[src/rtl/k423_pkg.sv]
// k423_pkg: shared core widths and the fetch-queue / IF-ID payload entry type
package k423_pkg;
  localparam int CORE_ADDR_W = 32;
  localparam int CORE_INST_W = 32;
  typedef struct packed {
    logic [CORE_ADDR_W-1:0] pc;
    logic [CORE_INST_W-1:0] inst;
    logic                   bpu_prd_tkn;
    logic [CORE_ADDR_W-1:0] bpu_prd_pc;
    logic [1:0]             bpu_prd_sat_cnt;
  } ifq_entry_t;
endpackage

[src/rtl/k423_if_fetch_queue.sv]
// k423_if_fetch_queue: instruction fetch queue between the fetch unit and the IF/ID register.
//   clk_i/rst_n_i                 clock, async active-low reset
//   pcu_clear_if_id_i             flush all entries, drop this cycle's push/pop
//   pcu_stall_if_id_i             hold head, suppress pop
//   fetch_*_i / fetch_rdy_o       push side (instruction + BPU prediction)
//   if_*_o / id_stage_rdy_i       pop side valid/ready toward IF/ID
//   ifq_cnt_o                     occupancy 0..DEPTH
// Optional macro K423_IFQ_BYPASS_EN: empty-queue fetch goes straight to the head outputs.
module k423_if_fetch_queue
  import k423_pkg::*;
#(
  parameter  int DEPTH = 4,
  localparam int CNT_W = $clog2(DEPTH) + 1
) (
  input  logic                   clk_i,
  input  logic                   rst_n_i,
  input  logic                   pcu_clear_if_id_i,
  input  logic                   pcu_stall_if_id_i,
  input  logic                   fetch_vld_i,
  output logic                   fetch_rdy_o,
  input  logic [CORE_ADDR_W-1:0] fetch_pc_i,
  input  logic [CORE_INST_W-1:0] fetch_inst_i,
  input  logic                   fetch_bpu_prd_tkn_i,
  input  logic [CORE_ADDR_W-1:0] fetch_bpu_prd_pc_i,
  input  logic [1:0]             fetch_bpu_prd_sat_cnt_i,
  output logic                   if_stage_vld_o,
  input  logic                   id_stage_rdy_i,
  output logic [CORE_ADDR_W-1:0] if_pc_o,
  output logic [CORE_INST_W-1:0] if_inst_o,
  output logic                   if_bpu_prd_tkn_o,
  output logic [CORE_ADDR_W-1:0] if_bpu_prd_pc_o,
  output logic [1:0]             if_bpu_prd_sat_cnt_o,
  output logic [CNT_W-1:0]       ifq_cnt_o
);
  localparam int IDX_W = CNT_W - 1;
  logic [CNT_W-1:0] wr_ptr_q, wr_ptr_d, rd_ptr_q, rd_ptr_d;
  ifq_entry_t       mem_q [DEPTH];
  ifq_entry_t       fetch_ent, head;
  logic             empty, byp, push, pop, wr_en, rd_adv;
  assign fetch_ent = {fetch_pc_i, fetch_inst_i, fetch_bpu_prd_tkn_i, fetch_bpu_prd_pc_i, fetch_bpu_prd_sat_cnt_i};
  // Pointers carry a wrap bit, so their difference is the occupancy directly.
  always_comb begin
    ifq_cnt_o   = wr_ptr_q - rd_ptr_q;
    empty       = (wr_ptr_q == rd_ptr_q);
    fetch_rdy_o = (ifq_cnt_o != CNT_W'(DEPTH));
`ifdef K423_IFQ_BYPASS_EN
    byp = empty & fetch_vld_i & ~pcu_clear_if_id_i;
`else
    byp = 1'b0;
`endif
    if_stage_vld_o = ~empty | byp;
    head = ~if_stage_vld_o ? '0 : byp ? fetch_ent : mem_q[rd_ptr_q[IDX_W-1:0]];
    push = fetch_vld_i & fetch_rdy_o & ~pcu_clear_if_id_i;
    pop  = if_stage_vld_o & id_stage_rdy_i & ~pcu_stall_if_id_i & ~pcu_clear_if_id_i;
    // A bypassed entry that is consumed immediately never occupies the array.
    wr_en    = push & ~(byp & pop);
    rd_adv   = pop & ~byp;
    wr_ptr_d = pcu_clear_if_id_i ? '0 : wr_ptr_q + CNT_W'(wr_en);
    rd_ptr_d = pcu_clear_if_id_i ? '0 : rd_ptr_q + CNT_W'(rd_adv);
  end
  assign {if_pc_o, if_inst_o, if_bpu_prd_tkn_o, if_bpu_prd_pc_o, if_bpu_prd_sat_cnt_o} = head;
  always_ff @(posedge clk_i or negedge rst_n_i) begin
    if (!rst_n_i) begin
      wr_ptr_q <= '0;
      rd_ptr_q <= '0;
    end else begin
      wr_ptr_q <= wr_ptr_d;
      rd_ptr_q <= rd_ptr_d;
    end
  end
  // Storage is not reset; reads are gated by the valid flag.
  always_ff @(posedge clk_i) begin
    if (wr_en) mem_q[wr_ptr_q[IDX_W-1:0]] <= fetch_ent;
  end
endmodule
[config.mk]
export PLATFORM = sky130hd
export DESIGN_NAME = k423_if_fetch_queue
export DESIGN_NICKNAME = d
export VERILOG_FILES = /design/src/rtl/k423_pkg.sv /design/src/rtl/k423_if_fetch_queue.sv
export SDC_FILE = /design/constraint.sdc
export NUM_CORES = 1
export LEC_CHECK = 0
export ABC_CLOCK_PERIOD_IN_PS = 26900
export CORE_ASPECT_RATIO = 1.75
export CORE_MARGIN = 10
export CORE_UTILIZATION = 36
export DETAILED_ROUTE_END_ITERATION = 10
export SLEW_MARGIN = 20
export SYNTH_ARGS = -nofsm -noshare
export SYNTH_HDL_FRONTEND = slang
export SYNTH_SLANG_ARGS = --single-unit
[constraint.sdc]
create_clock -name clk_i -period 26.9 [get_ports clk_i]
set_clock_uncertainty 0.1 [all_clocks]
set_input_delay 2.69 -clock clk_i [delete_from_list [all_inputs] [get_ports clk_i]]
set_output_delay 2.69 -clock clk_i [all_outputs]
set_load 0.01 [all_outputs]
==> reports/results.txt <==
The mean instance size in the synthesized netlist was 22.9 um^2. The sequential share of power was 0.526; the cell total after placement was 1417. Ratio of final minimum period to clock period: 0.246.

Row generation in the floorplan step produced 100 rows. Data on the critical path is required at its endpoint by 24.11 ns. Summed over all layers, the routed wires come to 34.7 mm. In this run, post-CTS hold repair placed 0 buffers. Switching portion of total power: 0.202. The count of cell types in the netlist is 23, and the final RePlAce weighted congestion is 0.746.

The first global-routing pass estimated 52.0 mm of wire. The layout cell share with drive strength beyond 1 came out at 0.187. In the routed design, unresolved DRC markers number 0. The number of buffers inserted by port buffering is 208.

Yosys attributes the largest share of cell area to edfxtp_1, mux4_2, a21boi_0. Dividing total power by cell area gives a power density of 69.0 mW/mm^2. The share of Yosys cell area claimed by the top area cell type is 0.766, and the endpoint arrival time on the critical path is 3.83 ns.

The run gives 0.076 as the combinational fraction of design power. The tools report the number of buffers inserted to repair setup after CTS as 0. At the pin with the least slew margin, the transition time is 0.895 ns.

The flow ran to the end, and the final reports show no timing, DRC or antenna violations. Along the worst path, the maximum fanout reaches 55. The area growth from synthesis to layout works out to 25.4%. Internal power comes to 1.07 mW. The number of instances resized during post-cts repair was 0; the total negative setup slack was 0 ns. In this run the remaining antenna-violating nets after routing total 0.

When the netlist entered floorplanning its net count stood at 790. The tools report the effective utilization at floorplan as 0.364. The run gives 402 as the TritonCTS sink count.

The hold violation total from the final report was 0. The count of maximum capacitance violations was 0. For the DRC marker count from the first detailed-route iteration, the log shows 365.

Yosys printed 0 warnings. The clock reaches the later pin of the worst-skew pair after 0.52 ns. Setup violations remaining at the end of the flow were counted as 0. The final-report max-slew violation count was 0. The clock-pin slew on the worst setup and hold paths came out at 0.06 ns.

In this run the number of H-tree levels came out at 2. The worst setup path is captured at an output port. The number of nets at the end of the flow is 1008, and the global routing usage summed across all routing layers is 0.132. The tree is rooted in a clkbuf_16. The kind of critical path was flip-flop to output port.

209 I/O pins were placed. The tools report the switching power as 0.271 mW. The worst hold path belongs to the class flip-flop to flip-flop. Across the VDD grid, the largest voltage drop is 0.0571 mV. The pre-antenna-repair detailed-routing pass consisted of 5 iterations. From bottom edge to top edge, the die measures 295 um.

Timing would allow up to 151 MHz. Setup repair after global routing left no endpoint under its margin. In this run the cell area measured after placement is 0.0182 mm^2.

The number of antenna violations at the first check in global routing was 4; the routed via count divided by cell count was 4.99. For the remaining global-route overflow, the log shows 0. The number of global-route vias before repair came out at 8217. In the layout the commonest cells are edfxtp_1, clkdlybuf4s50_1, mux4_2, a21boi_0, clkbuf_16.

The synthesized instance count came out at 678. The tools report the sort of element at the start of the critical path as a flip-flop. The die covers 0.0522 mm^2. Dividing the detail-routed wire length by the instance count gives 23.3 um. The die width was 177 um. Clock tree synthesis inserted a total of 38 buffers. Entering global routing, the biggest net connects 56 pins. The tools report the tightest slew margin relative to the limit as 0.403.

The count of placed standard cells in the final layout, fillers left out came out at 1487. The worst path in the final design needs a cycle of 6.62 ns, including I/O delays and setup. The share of the core filled with cells was 0.456; the share of synthesized area occupied by flip-flops and latches was 0.776. Summed over all cells, the static leakage comes to 6.00 nW.

The final HPWL from detailed placement is 20.5 mm, and the post-synthesis instance area is 0.0155 mm^2. The area of the core region was 0.0427 mm^2; the flop and latch count out of synthesis was 402. The share of total power in the clock network came out at 0.398.

The clock passes through at most 3 buffers. The largest total area in the synthesized netlist belongs to edfxtp_1. The library cell used most frequently in the layout, excluding fill and tap cells, is edfxtp_1. The finished cells cover 0.0195 mm^2. TritonCTS built the clock tree.

For the routed via count, the log shows 7413.
## registers in the layout, indices dropped and copies added (netlist names)
signal / flops
mem_q: 396
rd_ptr_q: 3
wr_ptr_q: 3
## power groups by stage
| stage | clock network, mW | logic, mW | registers [mW] |
|---|---|---|---|
| floorplan | 0 | 0.0424 | 0.727 |
| global placement | 0 | 0.104 | 0.720 |
| detailed placement | 0 | 0.105 | 0.720 |
| CTS | 0.550 | 0.105 | 0.707 |
| global route | 0.575 | 0.111 | 0.707 |
| finish | 0.535 | 0.102 | 0.707 |
## per-stage QoR
step / setup slack, ns / power (mW) / hold slack (ns)
after global routing: 20.05 / 1.39 / 0.568
after detailed placement: 20.73 / 0.825 / 0.516
final: 20.28 / 1.34 / 0.526
after floorplan: 7.47 / 0.769 / 0.450
after CTS: 20.17 / 1.36 / 0.532
after global placement: 20.74 / 0.823 / 0.504
## per-layer routing
metal / track usage / wire length, um / vias up
met5: 0 / 39 / -
met4: 0.0442 / 844 / 6
met3: 0.0310 / 1800 / 59
met2: 0.234 / 18600 / 182
met1: 0.153 / 13500 / 3870
li1: - / - / 3296
## path summary, 6_finish.rpt
kind | from | to | slack (ns) | depth (start not counted)
worst max-delay path | rd_ptr_q[1] | fetch_rdy_o | 20.28 | 5
worst min-delay path | rd_ptr_q[2] | rd_ptr_q[2] | 0.53 | 2
worst max register to register | rd_ptr_q[1] | mem_q[1][67] | 21.77 | 6
worst min register to register | rd_ptr_q[2] | rd_ptr_q[2] | 0.53 | 2
max in group asynchronous | rst_n_i | rd_ptr_q[0] | 24.08 | 1
min in group asynchronous | rst_n_i | rd_ptr_q[2] | 2.34 | 1
## worst max-delay path, stage by stage, from the launching register on
cell and delay [ns]:
dfrtp_4 0.90, buf_4 0.82, fa_1 0.56, and2_0 0.29
nand2_1 0.12, clkdlybuf4s50_1 0.54
## kinds of logic after synthesis
kind of cell               after synthesis  synth area share
and+or+nand+nor                         11           0.00379
DFF                                    402             0.776
adders and majority gates                7           0.00613
buffers and inverters                   50            0.0165
AOI/OAI and AO/OA                      105            0.0510
muxes                                   99             0.144
xor gates and xnor gates                 4           0.00330
## synth_stat cells (all sizes together)
library cell / instances
edfxtp: 396
xor3: 1
ha: 6
dfrtp: 6
nand2: 2
xnor2: 3
a21oi: 1
nor2b: 4
a21boi: 99
and2: 2
nor2: 2
buf: 21
clkbuf: 23
inv: 6
fa: 1
mux4: 99
nand2b: 1
a2111oi: 5
## final cells by class
type                       instances  area [um^2]
tap                              561          702
clock buffer                      50         1060
multi-input combinational        226         3260
timing repair buffer             222         2190
inverter                           6         22.5
clock inverter                    19          184
sequential                       402        12000
fill                            3658        23200
antenna                            1         2.50
No activity file was read; power rests on OpenSTA's default activity.
